--- config.mk ---
export PLATFORM = sky130hd
export DESIGN_NAME = resolvedor_saltos
export DESIGN_NICKNAME = d
export VERILOG_FILES = /design/src/rtl/resolvedor_pkg.sv /design/src/rtl/comparador_rama.sv /design/src/rtl/resolvedor_saltos.sv
export SDC_FILE = /design/constraint.sdc
export NUM_CORES = 1
export LEC_CHECK = 0
export ABC_AREA = 1
export ABC_CLOCK_PERIOD_IN_PS = 2800
export CAP_MARGIN = 20
export CELL_PAD_IN_SITES_DETAIL_PLACEMENT = 0
export CELL_PAD_IN_SITES_GLOBAL_PLACEMENT = 1
export CORE_MARGIN = 1.5
export CORE_UTILIZATION = 32
export DETAILED_ROUTE_END_ITERATION = 6
export GPL_TIMING_DRIVEN = 0
export PLACE_DENSITY = 0.94
export SETUP_SLACK_MARGIN = 0.5
export SLEW_MARGIN = 20
export SYNTH_ARGS = -nofsm -noshare
export SYNTH_HDL_FRONTEND = slang
export SYNTH_SLANG_ARGS = --single-unit
--- constraint.sdc ---
create_clock -name clk -period 2.8 [get_ports clk]
set_input_delay 0.28 -clock clk [delete_from_list [all_inputs] [get_ports clk]]
set_output_delay 0.28 -clock clk [all_outputs]
set_load 0.02 [all_outputs]
--- src/rtl/resolvedor_pkg.sv ---
// Shared definitions for the execute-stage branch resolver: B-type funct3 codes,
// handshake state encoding and the illegal-funct3 helper.
package resolvedor_pkg;

   localparam int XLEN_DEF    = 32;
   localparam int PC_STEP_DEF = 4;

   localparam logic [2:0] F3_BEQ  = 3'b000;
   localparam logic [2:0] F3_BNE  = 3'b001;
   localparam logic [2:0] F3_BLT  = 3'b100;
   localparam logic [2:0] F3_BGE  = 3'b101;
   localparam logic [2:0] F3_BLTU = 3'b110;
   localparam logic [2:0] F3_BGEU = 3'b111;

   typedef enum logic {
      VACIO = 1'b0,
      LLENO = 1'b1
   } estado_t;

   // 010 and 011 are the only B-type encodings with no branch meaning
   function automatic logic es_ilegal(input logic [2:0] f3);
      return (f3[2:1] == 2'b01);
   endfunction

endpackage

--- src/rtl/comparador_rama.sv ---
// Combinational operand comparator for the branch resolver: equality,
// signed less-than and unsigned less-than of two XLEN-wide operands.
module comparador_rama #(
   parameter int XLEN = 32
) (
   input  logic [XLEN-1:0] i_a,
   input  logic [XLEN-1:0] i_b,
   output logic            o_eq,
   output logic            o_lt,
   output logic            o_ltu
);

   assign o_eq  = (i_a == i_b);
   assign o_lt  = ($signed(i_a) < $signed(i_b));
   assign o_ltu = (i_a < i_b);

endmodule

--- src/rtl/resolvedor_saltos.sv ---
// Branch resolver: accepts one conditional branch per valid/ready handshake and returns
// a registered taken/next-PC result one cycle later. Define BRANCH_STATS_EN for outcome counters.
module resolvedor_saltos
   import resolvedor_pkg::*;
#(
   parameter int XLEN    = XLEN_DEF,
   parameter int PC_STEP = PC_STEP_DEF
) (
   input  logic            clk,
   input  logic            rst,
   input  logic            flush,
   input  logic            in_valid,
   output logic            in_ready,
   input  logic [2:0]      funct3,
   input  logic [XLEN-1:0] rs1_val,
   input  logic [XLEN-1:0] rs2_val,
   input  logic [XLEN-1:0] pc,
   input  logic [XLEN-1:0] imm,
   output logic            res_valid,
   input  logic            res_ready,
   output logic            res_taken,
   output logic [XLEN-1:0] res_pc,
   output logic            res_illegal,
   output logic            res_misalign
`ifdef BRANCH_STATS_EN
   ,
   output logic [31:0]     cnt_taken,
   output logic [31:0]     cnt_not_taken
`endif
);

   estado_t         r_estado;
   logic            r_taken;
   logic [XLEN-1:0] r_pc;
   logic            r_illegal;
   logic            r_misalign;

   logic            w_eq;
   logic            w_lt;
   logic            w_ltu;
   logic            w_accept;
   logic            w_taken;
   logic            w_illegal;
   logic [XLEN-1:0] w_target;
   logic [XLEN-1:0] w_seqPc;

   comparador_rama #(.XLEN(XLEN)) u_comparador (
      .i_a   (rs1_val),
      .i_b   (rs2_val),
      .o_eq  (w_eq),
      .o_lt  (w_lt),
      .o_ltu (w_ltu)
   );

   // A held result blocks new requests unless fetch drains it in the same cycle
   assign in_ready  = !flush && ((r_estado == VACIO) || res_ready);
   assign w_accept  = in_valid && in_ready;
   assign w_target  = pc + imm;
   assign w_seqPc   = pc + XLEN'(PC_STEP);
   assign w_illegal = es_ilegal(funct3);

   always_comb begin
      w_taken = 1'b0;
      case (funct3)
         F3_BEQ:  w_taken = w_eq;
         F3_BNE:  w_taken = !w_eq;
         F3_BLT:  w_taken = w_lt;
         F3_BGE:  w_taken = !w_lt;
         F3_BLTU: w_taken = w_ltu;
         F3_BGEU: w_taken = !w_ltu;
         default: w_taken = 1'b0;
      endcase
   end

   // Result fields only move on accept; flush merely drops the valid state
   always_ff @(posedge clk) begin
      if (rst) begin
         r_estado   <= VACIO;
         r_taken    <= 1'b0;
         r_pc       <= '0;
         r_illegal  <= 1'b0;
         r_misalign <= 1'b0;
      end else begin
         if (w_accept) begin
            r_taken    <= w_taken;
            r_pc       <= w_taken ? w_target : w_seqPc;
            r_illegal  <= w_illegal;
            r_misalign <= w_taken && (w_target[1:0] != 2'b00);
         end
         if (flush)
            r_estado <= VACIO;
         else if (w_accept)
            r_estado <= LLENO;
         else if (res_ready)
            r_estado <= VACIO;
      end
   end

   assign res_valid    = (r_estado == LLENO);
   assign res_taken    = r_taken;
   assign res_pc       = r_pc;
   assign res_illegal  = r_illegal;
   assign res_misalign = r_misalign;

`ifdef BRANCH_STATS_EN
   logic [31:0] r_cntTaken;
   logic [31:0] r_cntNotTaken;

   // A result killed by flush in its handshake cycle never reaches fetch, so it is not counted
   always_ff @(posedge clk) begin
      if (rst) begin
         r_cntTaken    <= '0;
         r_cntNotTaken <= '0;
      end else if (res_valid && res_ready && !flush) begin
         if (r_taken)
            r_cntTaken <= r_cntTaken + 32'd1;
         else
            r_cntNotTaken <= r_cntNotTaken + 32'd1;
      end
   end

   assign cnt_taken     = r_cntTaken;
   assign cnt_not_taken = r_cntNotTaken;
`endif

endmodule

==> results.tsv <==
metric	value	unit
Tcrit/Tclk final	79.7	%
Fin. Hold Viols	0	
number of cells produced by synthesis	867	
amount of wire on met2 after detailed routing	10.7	mm
number of I/O pins	173	
number of maximum-capacitance violations	0	
relative slew slack	60.6	%
CTS root buffer	sky130_fd_sc_hd__clkbuf_16	
number of H-tree branching levels	2	
leading post-synthesis cells by cell area	sky130_fd_sc_hd__ha_1 15%, sky130_fd_sc_hd__nand2_1 15%, sky130_fd_sc_hd__dfxtp_1 14%, sky130_fd_sc_hd__inv_1 9.8%, sky130_fd_sc_hd__nand3_1 7.1%	
combined area of all synthesized cells	5300	µm²
count of input and output buffers	172	
largest buffer count on any clock path	2	
Finish-stage setup viols	0	
Hold Path Stages	2	
Die X	132	µm
utilization after layout	56.3	%
site row count	46	
count of unique library cells instantiated by Yosys	39	
result of the run	finished, final reports clean	
endpoint required time on the critical path	2.98	ns
Most Frequent Cell on Critical Path	sky130_fd_sc_hd__nor2_4	
P per Cell Area	313	nW/µm²
worst setup slack after layout	0.569	ns
DP HPWL	16.5	mm
number of optimization iterations in the first detailed-route pass	5	
critical path class	input port to flop	
total core area	16000	µm²
clock tree sinks	36	
final clock skew	0.00403	ns
Peak VDD IR	0.000184	V
proportion of synthesized flip-flops having asynchronous set or reset	0	%
Worst Path Arrival	2.41	ns
summed negative setup slack over all endpoints	0	ns
launching point of the worst reg2reg path	res_valid	
GRT Util Overall	23.3	%
CP top delay family	simple AND/OR/NAND/NOR gates	
DRT antenna net count	0	
top cell type by total area after synthesis	sky130_fd_sc_hd__ha_1	
via-per-instance ratio	5.11	
hold path endpoint	res_pc[31]	
Die Span Y	132	µm
area added between synthesis and finish	70.0	%
most numerous cell types in the synthesized netlist	205 x sky130_fd_sc_hd__nand2_1, 138 x sky130_fd_sc_hd__inv_1, 75 x sky130_fd_sc_hd__nand3_1, 69 x sky130_fd_sc_hd__nor2_1, 64 x sky130_fd_sc_hd__ha_1	
CTS tree	yes	
number of buffers created by CTS	5	
first-pass GRT wire length	32.6	mm
critical path fanouts, max	5	
clock period minus worst slack	2.23	ns
unrepaired setup endpoints after global routing	yes	
path depth of the worst reg2reg path	7	
total DRC errors in the routed layout	0	
Layout Nets	1282	
clk_lat worst skew	0.28	ns
Net Count, Synth	1068	
share of the synthesized area in the top cell type	15.1	%
crit start category	input port	
number of diodes added for antenna fixing	0	
Crit-path slowest cell	sky130_fd_sc_hd__ha_4	
actual transition at the worst max-transition pin	0.590	ns
Initial Util	33.1	%
CP max stage delay	0.32	ns
Final Instance Area	9000	µm²
highest clock frequency the design can meet	448	MHz
number of vias after detailed routing	6623	
Mapped Avg Cell Area	6.11	µm²
Post-synth EDFFs	0	
number of synthesized register bits	36	
final estimated routing congestion in global placement	0.925	
part of the Yosys area used for sequential elements	13.6	%
static power due to leakage	0.00410	µW
antenna violations before repair	0	
via count of the first global-routing pass	6430	
number of filler instances in the final layout	1480	
DR top layer	met4	
WL per Instance	16.7	µm
standard cell area after detailed placement	7290	µm²
largest net degree at the start of global routing	11	
total wire length	21.7	mm
Reg-to-Reg End	res_pc[21]	
Slew Limit Fails	0	
cell with the most instances after synthesis	sky130_fd_sc_hd__nand2_1	
Met1 Wirelength	9.12	mm
Routed met3 length	1.36	mm
initial detailed-routing violation count	326	
Hold Startpoint	res_pc[31]	
R2R Setup Slk	0.98	ns
Yosys warning total	0	
post-CTS clock slew at the launch and capture registers of the worst setup and hold paths	0.06	ns
worst path buffer plus inverter count	4	
worst hold-check path type	flop to flop	
post-placement worst setup slack	-0.435	ns
cell breakdown of the critical path	clkdlybuf4s15_1, ha_4, nand2_4, nor2_4, nand2_4, nor2_4, nand2_2, nand4_1, o31ai_4, nor2_4, nand3_4, buf_12, buf_8, nand2_2, nand2_1, o21bai_1, inv_1	
type of destination of the critical path	flop	
commonest register cell after synthesis	sky130_fd_sc_hd__dfxtp_1	
die area	17300	µm²
sum of overflow across all layers after global routing	0	
layout cells sized above 1	27.0	%
## how the worst max path moves through the flow
stage | from | end | slack [ns] | cells after the start
final | rs1_val[29] | res_pc[19] | 0.57 | 17
after global routing | rs2_val[9] | res_pc[19] | 0.43 | 21
after CTS | pc[1] | res_pc[31] | 0.45 | 15
after detailed placement | pc[16] | res_pc[25] | -0.43 | 13
after global placement | pc[16] | res_pc[25] | -0.41 | 13
after floorplan | pc[0] | res_pc[30] | 0.66 | 15
## layout by cell type (no fill, tap or decap), types with 20 or more instances in the layout
master                            synthesis  final
sky130_fd_sc_hd__nand2_1                205    157
sky130_fd_sc_hd__inv_1                  138    112
sky130_fd_sc_hd__clkdlybuf4s50_1          0     73
sky130_fd_sc_hd__nor2_1                  69     57
sky130_fd_sc_hd__nand3_1                 75     54
sky130_fd_sc_hd__ha_4                     0     54
sky130_fd_sc_hd__dlygate4sd2_1            0     44
sky130_fd_sc_hd__a21oi_1                 63     39
sky130_fd_sc_hd__dfxtp_1                 36     36
sky130_fd_sc_hd__nand2_2                  0     34
sky130_fd_sc_hd__xor2_1                  35     34
sky130_fd_sc_hd__buf_4                    2     32
sky130_fd_sc_hd__nand4_1                 28     28
sky130_fd_sc_hd__inv_2                    1     26
sky130_fd_sc_hd__clkdlybuf4s15_1          0     21
sky130_fd_sc_hd__a21oi_2                  1     20
sky130_fd_sc_hd__nand3_2                  2     20
sky130_fd_sc_hd__clkbuf_2                 0     20
## flip-flops by register name (all words and copies together) (netlist names)
register and cells:
res_valid 1, res_misalign 1, res_pc 32, res_illegal 1, res_taken 1
## final cells by class
cell class / count / area (µm²) / area share, %
clock buffer: 7 / 153 / 1.70
sequential: 36 / 721 / 8.01
multi-input combinational: 672 / 5250 / 58.3
inverter: 139 / 524 / 5.82
buffer: 20 / 134 / 1.49
tap: 216 / 270 / 3.00
timing repair buffer: 207 / 1950 / 21.7
## metal layers
layer  global-route usage (%)  up-vias
met1                     28.9     3043
met3                     2.89       35
met5                        0        -
met4                     7.28        0
met2                     41.6      270
li1                         -     3275
## cell families after synthesis
group | after synthesis | share of synthesized area (%)
AOI/OAI and AO/OA | 137 | 15.3
buffers and inverters | 159 | 11.9
adders and majority gates | 65 | 15.5
xor gates and xnor gates | 55 | 9.10
DFF | 36 | 13.6
and+or+nand+nor | 415 | 34.6
## power breakdown
group / total (µW) / internal, µW / leakage (µW) / switching [µW]
combinational: 1660 / 762 / 0.00373 / 900
clock: 579 / 373 / 0.0000760 / 206
sequential: 572 / 551 / 0.000296 / 20.9
total: 2810 / 1690 / 0.00410 / 1130
## per-stage QoR
step | hold slack [ns] | total power, µW | std cells
after floorplan | 0.349 | 1290 | 867
after global placement | 0.453 | 1800 | 1255
after detailed placement | 0.456 | 1810 | 1255
after CTS | 0.462 | 2600 | 1278
after global routing | 0.478 | 2970 | 1297
final | 0.459 | 2810 | 1297
## repair_timing
item                                    CTS  global route
pin swaps                                63           101
gates cloned                              4             0
resized for setup                       237           209
endpoints found under the setup margin   34            35
hold buffers                              0             0
buffers inserted                         12            19
## worst min-delay path, delay by kind of cell, from the launching register on
kind,cells,cell delay (ns)
AOI/OAI and AO/OA,1,0.05
DFF,1,0.30
and+or+nand+nor,1,0.06
(Power assumes the default switching activity.)
